==> config.mk <==
export PLATFORM = sky130hd
export DESIGN_NAME = sdram_pattern_tester
export DESIGN_NICKNAME = d
export VERILOG_FILES = /design/src/rtl/sdram_pattern_tester.sv
export SDC_FILE = /design/constraint.sdc
export NUM_CORES = 1
export LEC_CHECK = 0
export BUFFER_PORTS_ARGS = -buffer_cell sky130_fd_sc_hd__buf_2
export CAP_MARGIN = 20
export CORE_MARGIN = 2
export CORE_UTILIZATION = 45
export DETAILED_ROUTE_END_ITERATION = 16
export PLACE_DENSITY = 0.69
export SLEW_MARGIN = 30
export SYNTH_ARGS = -nofsm -noshare
export SYNTH_HDL_FRONTEND = slang
export SYNTH_SLANG_ARGS = --single-unit
export TNS_END_PERCENT = 50
==> constraint.sdc <==
create_clock -name clk -period 2.5 [get_ports clk]
set_input_delay 0.125 -clock clk [delete_from_list [all_inputs] [get_ports clk]]
set_output_delay 0.125 -clock clk [all_outputs]
set_load 0.1 [all_outputs]
==> src/rtl/sdram_pattern_tester.sv <==
`default_nettype none
// ============================================================================
// sdram_pattern_tester : write-then-read-compare tester for an SDRAM controller
// Revision 1.0 - initial release
// ============================================================================
module sdram_pattern_tester #(
  parameter int ADDR_W = 22,
  parameter int DATA_W = 16,
  parameter int DEPTH  = 4194304,
  parameter int BASE   = 0,
  parameter int ERR_W  = 16,
  parameter int PASS_W = 16
) (
  input  logic                clk,
  input  logic                reset_n,
  input  logic                i_start,
  input  logic [1:0]          i_mode,
  input  logic [31:0]         i_seed,
  input  logic                i_continuous,
  input  logic                i_stop,
  input  logic                i_wait_req,
  input  logic                i_valid,
  input  logic [DATA_W-1:0]   i_data,
  output logic                o_rd_n,
  output logic                o_wr_n,
  output logic [ADDR_W-1:0]   o_addr,
  output logic [DATA_W-1:0]   o_data,
  output logic [DATA_W/8-1:0] o_be_n,
  output logic                o_busy,
  output logic                o_done,
  output logic                o_error,
  output logic [ERR_W-1:0]    o_err_count,
  output logic [ADDR_W-1:0]   o_first_err_addr,
  output logic [DATA_W-1:0]   o_first_err_data,
  output logic [PASS_W-1:0]   o_pass_count
);

  localparam int                BP_W       = $clog2(DATA_W);
  localparam logic [ADDR_W-1:0] FIRST_ADDR = ADDR_W'(BASE);
  localparam logic [ADDR_W-1:0] LAST_ADDR  = ADDR_W'(BASE + DEPTH - 1);
  localparam logic [BP_W-1:0]   LAST_BIT   = BP_W'(DATA_W - 1);
  localparam logic [31:0]       LFSR_TAPS  = 32'h8020_0003;

  localparam logic [2:0] IDLE     = 3'd0;
  localparam logic [2:0] WR_REQ   = 3'd1;
  localparam logic [2:0] RD_REQ   = 3'd2;
  localparam logic [2:0] RD_WAIT  = 3'd3;
  localparam logic [2:0] RD_CHECK = 3'd4;
  localparam logic [2:0] DONE     = 3'd5;

  logic [2:0]        state, state_next;
  logic [ADDR_W-1:0] addr, addr_next;
  logic [31:0]       lfsr, lfsr_next, seed, seed_in;
  logic [BP_W-1:0]   bitpos, bitpos_next;
  logic [1:0]        mode;
  logic              continuous, stop_pend, captured;
  logic [DATA_W-1:0] rdata, pattern;
  logic [ERR_W-1:0]  err_count;
  logic [ADDR_W-1:0] first_err_addr;
  logic [DATA_W-1:0] first_err_data;
  logic [PASS_W-1:0] pass_count;
  logic              wr_acc, rd_acc, last, mismatch;

  function automatic logic [31:0] lfsr_step(input logic [31:0] v);
    return (v >> 1) ^ (v[0] ? LFSR_TAPS : 32'h0);
  endfunction

  assign wr_acc   = (state == WR_REQ) && !i_wait_req;
  assign rd_acc   = (state == RD_REQ) && !i_wait_req;
  assign last     = (addr == LAST_ADDR);
  assign mismatch = (rdata != pattern);
  assign seed_in  = (i_seed == 32'h0) ? 32'h1 : i_seed;

  // Both passes share one walk: the last word rewinds address, LFSR and bit index.
  always_comb begin
    addr_next   = last ? FIRST_ADDR : addr + 1'b1;
    lfsr_next   = last ? seed : lfsr_step(lfsr);
    bitpos_next = (last || bitpos == LAST_BIT) ? '0 : bitpos + 1'b1;
  end

  always_comb begin
    case (mode)
      2'd0:    pattern = DATA_W'(addr);
      2'd1:    pattern = ~DATA_W'(addr);
      2'd2:    pattern = lfsr[DATA_W-1:0];
      default: pattern = DATA_W'(1) << bitpos;
    endcase
  end

  always_ff @(posedge clk or negedge reset_n) begin
    if (!reset_n) state <= IDLE;
    else          state <= state_next;
  end

  always_comb begin
    state_next = state;
    case (state)
      IDLE, DONE: if (i_start) state_next = WR_REQ;
      WR_REQ: begin
        if (wr_acc) begin
          if (i_stop)    state_next = DONE;
          else if (last) state_next = RD_REQ;
        end
      end
      RD_REQ:  if (rd_acc)  state_next = RD_WAIT;
      RD_WAIT: if (i_valid) state_next = RD_CHECK;
      RD_CHECK: begin
        if (i_stop || stop_pend) state_next = DONE;
        else if (last)           state_next = continuous ? WR_REQ : DONE;
        else                     state_next = RD_REQ;
      end
      default: state_next = IDLE;
    endcase
  end

  always_comb begin
    o_wr_n           = (state != WR_REQ);
    o_rd_n           = (state != RD_REQ);
    o_data           = (state == WR_REQ) ? pattern : '0;
    o_addr           = addr;
    o_be_n           = '0;
    o_busy           = (state != IDLE) && (state != DONE);
    o_done           = (state == DONE);
    o_error          = (err_count != '0);
    o_err_count      = err_count;
    o_first_err_addr = first_err_addr;
    o_first_err_data = first_err_data;
    o_pass_count     = pass_count;
  end

  always_ff @(posedge clk or negedge reset_n) begin
    if (!reset_n) begin
      addr           <= FIRST_ADDR;
      lfsr           <= 32'h0;
      seed           <= 32'h0;
      bitpos         <= '0;
      mode           <= 2'd0;
      continuous     <= 1'b0;
      stop_pend      <= 1'b0;
      captured       <= 1'b0;
      rdata          <= '0;
      err_count      <= '0;
      first_err_addr <= '0;
      first_err_data <= '0;
      pass_count     <= '0;
    end else begin
      case (state)
        IDLE, DONE: begin
          if (i_start) begin
            mode           <= i_mode;
            seed           <= seed_in;
            lfsr           <= seed_in;
            continuous     <= i_continuous;
            err_count      <= '0;
            first_err_addr <= '0;
            first_err_data <= '0;
            captured       <= 1'b0;
            stop_pend      <= 1'b0;
            addr           <= FIRST_ADDR;
            bitpos         <= '0;
          end
        end
        WR_REQ: begin
          if (wr_acc) begin
            addr   <= addr_next;
            lfsr   <= lfsr_next;
            bitpos <= bitpos_next;
          end
        end
        RD_REQ:  if (rd_acc)  stop_pend <= i_stop;
        RD_WAIT: if (i_valid) rdata <= i_data;
        RD_CHECK: begin
          if (mismatch) begin
            if (err_count != '1) err_count <= err_count + 1'b1;
            if (!captured) begin
              first_err_addr <= addr;
              first_err_data <= rdata;
            end
            captured <= 1'b1;
          end
          if (last) pass_count <= pass_count + 1'b1;
          stop_pend <= 1'b0;
          addr      <= addr_next;
          lfsr      <= lfsr_next;
          bitpos    <= bitpos_next;
        end
        default: ;
      endcase
    end
  end

endmodule
`default_nettype wire
# Word level (Yosys, flattened, before mapping)
# Index checks and enable logic that the tools add are counted.
totals:
  ff_bits: 184
  inputBits: 57
  out_inout_bits: 115
  elab_cells: 108
op_classes:
  n_addsub: 4
  eq_ne: 22
  shift: 1
  mux: 41
  bitwise_logic: 2
  reduce_logical: 24
op_table:
  columns: ["op", "count"]
  rows:
  - ["32-bit 2-to-1 mux", 5]
  - ["22-bit 2-to-1 mux", 5]
  - ["16-bit 2-to-1 mux", 6]
  - ["32-bit case mux with 3 select lines", 1]
  - ["22-bit case mux with 3 select lines", 1]
  - ["16-bit case mux with 2 select lines", 2]
  - ["16-bit case mux with 3 select lines", 1]
  - ["22-bit case mux with 2 select lines", 1]
  - ["16-bit by 1-bit adder with 16-bit output, second input constant", 2]
  - ["32-bit zero test", 1]
  - ["31-bit by 32-bit XOR with 32-bit output", 1]
  - ["3-bit 2-to-1 mux", 9]
  - ["22-bit by 1-bit adder with 22-bit output, second input constant", 1]
  - ["22-bit == test, second input constant", 1]
  - ["16-bit inequality test", 1]
  - ["16-bit inequality test, second input constant", 1]
  - ["16-bit inverter", 1]
  - ["16-bit nonzero test", 1]
  - ["1-bit by 4-bit << shifter with 16-bit output, first input constant", 1]
  - ["3-bit case mux with 5 select lines", 1]
  - ["2-bit inequality test, second input constant", 7]
  - ["4-bit 2-to-1 mux", 3]
  - ["4-bit case mux with 3 select lines", 1]
  - ["3-bit AND reduction", 3]
  - ["other kinds (24)", 37]

# Longest topological paths before layout
depth:
  depth_word: 5
  ltp_mapped: 14
  mapped_depth_nobuf: 10

# Worst setup path after synthesis
# No wires, ideal clock.
synth_timing:
  kind: "reg-to-output"
  start: "reg addr[13] (netlist: o_addr[13])"
  end: "out o_data[13]"
  t_arrival_ns: 3.683
  t_required_ns: 2.375
  path_slack_ns: -1.308
  stages_incl_launch_ff: 4
  path_buffers: 0
  path_cell_list: "dfrtp_1 > xnor2_1 > and2_1 > a311oi_1"
synth_via:
  elab_chain_cells: 3
synth_lines:
  columns: ["element", "line_no", "source"]
  rows:
  - ["from (decl)", "52", "logic [ADDR_W-1:0] addr, addr_next;"]
  - ["from (signal assigned)", "165", "addr <= addr_next;"]
  - ["from (signal assigned)", "183", "addr <= addr_next;"]
  - ["16-bit inverter", "84", "2'd1: pattern = ~DATA_W'(addr);"]
  - ["16-bit case mux with 3 select lines *", "82", "case (mode)"]
  - ["16-bit 2-to-1 mux *", "119", "o_data = (state == WR_REQ) ? pattern : '0;"]
  - ["to (decl)", "27", "output logic [DATA_W-1:0] o_data,"]
# Every way passes the cells marked *; elsewhere a longest branch is shown, timed or not.

# Worst setup path in the final report
layout_timing:
  start: "reg bitpos[1]"
  end: "reg first_err_addr[13] (netlist: o_first_err_addr[13])"
layout_via:
  elab_chain_cells: 5
layout_lines:
  columns: ["element", "line_no", "source"]
  rows:
  - ["from (decl)", "54", "logic [BP_W-1:0] bitpos, bitpos_next;"]
  - ["from (signal assigned)", "167", "bitpos <= bitpos_next;"]
  - ["from (signal assigned)", "185", "bitpos <= bitpos_next;"]
  - ["1-bit by 4-bit << shifter with 16-bit output", "86", "default: pattern = DATA_W'(1) << bitpos;"]
  - ["16-bit case mux with 3 select lines", "82", null]
  - ["16-bit inequality test", "71", "assign mismatch = (rdata != pattern);"]
  - ["2-bit inequality test (no line)", null, null]
  - ["4-bit AND reduction (no line)", null, null]
  - ["to (signal assigned)", "176", "first_err_addr <= addr;"]
  - ["to (decl)", "59", "logic [ADDR_W-1:0] first_err_addr;"]
# No other way between the ends.
# A chain may end at the register's enable or synchronous reset.

==> results.cfg <==
[global_routing]
track_usage_pct = 25.13
grt_max_degree = 77
grt_pass1_vias = 9047
grt_overflow = 0
grt_pass1_wl_mm = 47.54
antenna_found_initial = 0

[cts]
cts_htree_levels = 4
cts-root-buf = clkbuf_16
clk_latency_ps = 430
cts_tree = yes
cts_buffer_depth = 2
clock-sinks = 184
numCtsBuffers = 17
clk_transition_reported_paths_ps = 70

[sta]
final.setup.worst_slack_ps = -306.5
drv_slew = 0
skew_ps = 13.73
holdWs_ps = 36.01
post-route-period-util_pct = 112.3
finalSetupTns_ps = -12610
worstMarginPinSlew_ps = 764.7
hold_viol = 0
rsz0062_at_grt = yes
maxSlewHeadroom_pct = 49.02
setup_viol = 56
final.min_clock_period_ps = 2807
fmax_ghz = 0.3563

[synthesis]
synth_flop_cell = dfrtp_1
ys_seq_elements = 184
synth.yosys.seq_area_share_pct = 46.39
synth_top_area_cell = dfrtp_1
syn_area_per_cell_um2 = 9.817
ys_async_sr_fraction_pct = 100.0
yosys_warnings = 0
synth_edf_count = 0
netlist_area_um2 = 9925
synthTopCellsByArea = dfrtp_1, mux2i_1, mux2_2
synthCells = 1011
synth.distinct_cells = 67
synth_commonest_cells = dfrtp_1, nand2_1, o21ai_0
synthMostInstantiatedCell = dfrtp_1
synth_top_area_share_pct = 46.39

[floorplan]
fp-row-count = 54
core_area_um2 = 21760
die_h_um = 152.5
dieArea_um2 = 23260
chipWidth_um = 152.5
ioPinCount = 172
start_util_pct = 45.62

[placed_design]
dp.final_hpwl_mm = 20.51
dpl_cell_area_um2 = 12390
gp_congestion = 0.9284
post-place-ws_ps = -371.3
port_buffers = 169
placed_cells = 1536

[critical_path]
start_kind = flop
path_class = reg2reg
worstPathMaxFanout = 6
r2r_setup_slack_ps = -310
cp-end-kind = flop
reg2regPathDepth = 12
worstPathArrival_ps = 3160
crit_required_ps = 2850

[cells_and_area]
stdcell_count = 1643
syn2layout_area_growth_pct = 41.52
drive_above_1_share_pct = 38.22
n_antenna_cell = 0
fin_util_pct = 64.56
nets = 1417
final_area_um2 = 14040

[run]
cap_viol_max_count = 0

[route]
wl_per_cell_um = 18.16
drtAntennaViolNets = 0
dr.first_iter.drc_count = 527
drt-total-wl_mm = 29.83
drc = 0
drt_pass1_iterations = 7
via_count = 9141
routed_via_density = 5.564

[power]
irDropWorstVdd_uv = 761.8
p_total_mw = 17.54
leakagePower_nw = 6.506
p_per_area_nw_per_um2 = 1249

[hold_path]
holdPathStages = 4
holdCritPathClass = in2reg

[run_status]
violations = negative setup slack
outcome = finished, violations left
==> layer usage <==
metal | share of wire (%) | vias up | track usage, % | wire (um)
met3 | 5.5 | 45 | 3.896 | 1644
li1 | - | 4244 | - | -
met2 | 49 | 341 | 41.87 | 14700
met1 | 43 | 4511 | 34.21 | 12850
met5 | 0 | - | 0 | 0
met4 | 2.1 | 0 | 7.319 | 636
==> registers in the layout (all words and copies together), names as in the netlist, 16 cells and up <==
signal and cells:
lfsr 32, o_addr 22, o_err_count 16, o_first_err_addr 22, o_first_err_data 16, o_pass_count 16, rdata 16, seed 32
==> cell families after synthesis <==
| group | synth area share, % |
|---|---|
| simple gates | 15.04 |
| compound gates | 13.26 |
| flops | 46.39 |
| buf+inv | 6.152 |
| mux | 13.26 |
| xor+xnor | 4.589 |
| fa+ha+maj | 1.261 |
| other cells | 0.03779 |
==> critical path, cell delays in order (launching register included) <==
cell and delay [ps]:
dfrtp_2 440, buf_4 140, ha_2 200, nor3b_4 210, o22ai_1 110, and2_1 190, nor4_2 240, nand3_1 180
nor4_4 320, or3_4 220, buf_6 140, buf_12 130, mux2i_1 200
==> path summary, 6_finish.rpt <==
path                                  start              endpoint
hold reg to reg            o_pass_count[15]      o_pass_count[15]
min in group asynchronous           reset_n       o_err_count[13]
hold / removal                   i_wait_req             stop_pend
setup reg to reg                  bitpos[1]  o_first_err_addr[13]
max in group asynchronous           reset_n              lfsr[29]
setup / recovery                  bitpos[1]  o_first_err_addr[13]
==> final cells by class <==
class                   instances  area, um^2
repair buffers                385        3035
clock buffers                  21       460.4
flip-flops and latches        184        4658
clock inverters                11       158.9
inverters                      67       254.0
fillers                      1691        7711
multi-input cells             695        5127
well taps                     280       350.3
==> timing repair <==
item                                    4_1_cts  5_1_grt
resized for setup                            44       34
setup buffers                                18        5
pin swaps                                    20       21
endpoints found under the setup margin       58       96
cloned                                        3        1
endpoints found under the hold margin       153        0
hold buffers                                 52        0
==> placed cells by master, fill, tap and decap left out, types with 9 or more instances in the layout <==
| cell type | Yosys | routed |
|---|---|---|
| dfrtp_1 | 184 | 157 |
| buf_2 | 17 | 151 |
| buf_4 | 6 | 146 |
| nand2_1 | 93 | 90 |
| o21ai_0 | 91 | 78 |
| mux2i_1 | 67 | 66 |
| inv_1 | 65 | 62 |
| nor2_1 | 65 | 55 |
| dlygate4sd3_1 | 0 | 52 |
| mux2_2 | 52 | 51 |
| a22oi_1 | 32 | 32 |
| nand3_1 | 27 | 26 |
| xnor2_1 | 28 | 26 |
| buf_12 | 3 | 26 |
| xor2_1 | 24 | 23 |
| nand4_1 | 20 | 20 |
| dfrtp_2 | 0 | 19 |
| a21oi_1 | 21 | 18 |
| clkbuf_16 | 0 | 18 |
| nand2b_1 | 15 | 14 |
| and3_1 | 16 | 14 |
| o21ai_1 | 3 | 13 |
| nor4_1 | 16 | 13 |
| nor3_1 | 17 | 10 |
| o31ai_1 | 10 | 9 |
==> power breakdown <==
| group | internal [mW] | switching [mW] |
|---|---|---|
| Combinational | 4.35 | 5.96 |
| Clock | 1.65 | 1.21 |
| Sequential | 3.76 | 0.609 |
(Power assumes the default switching activity.)
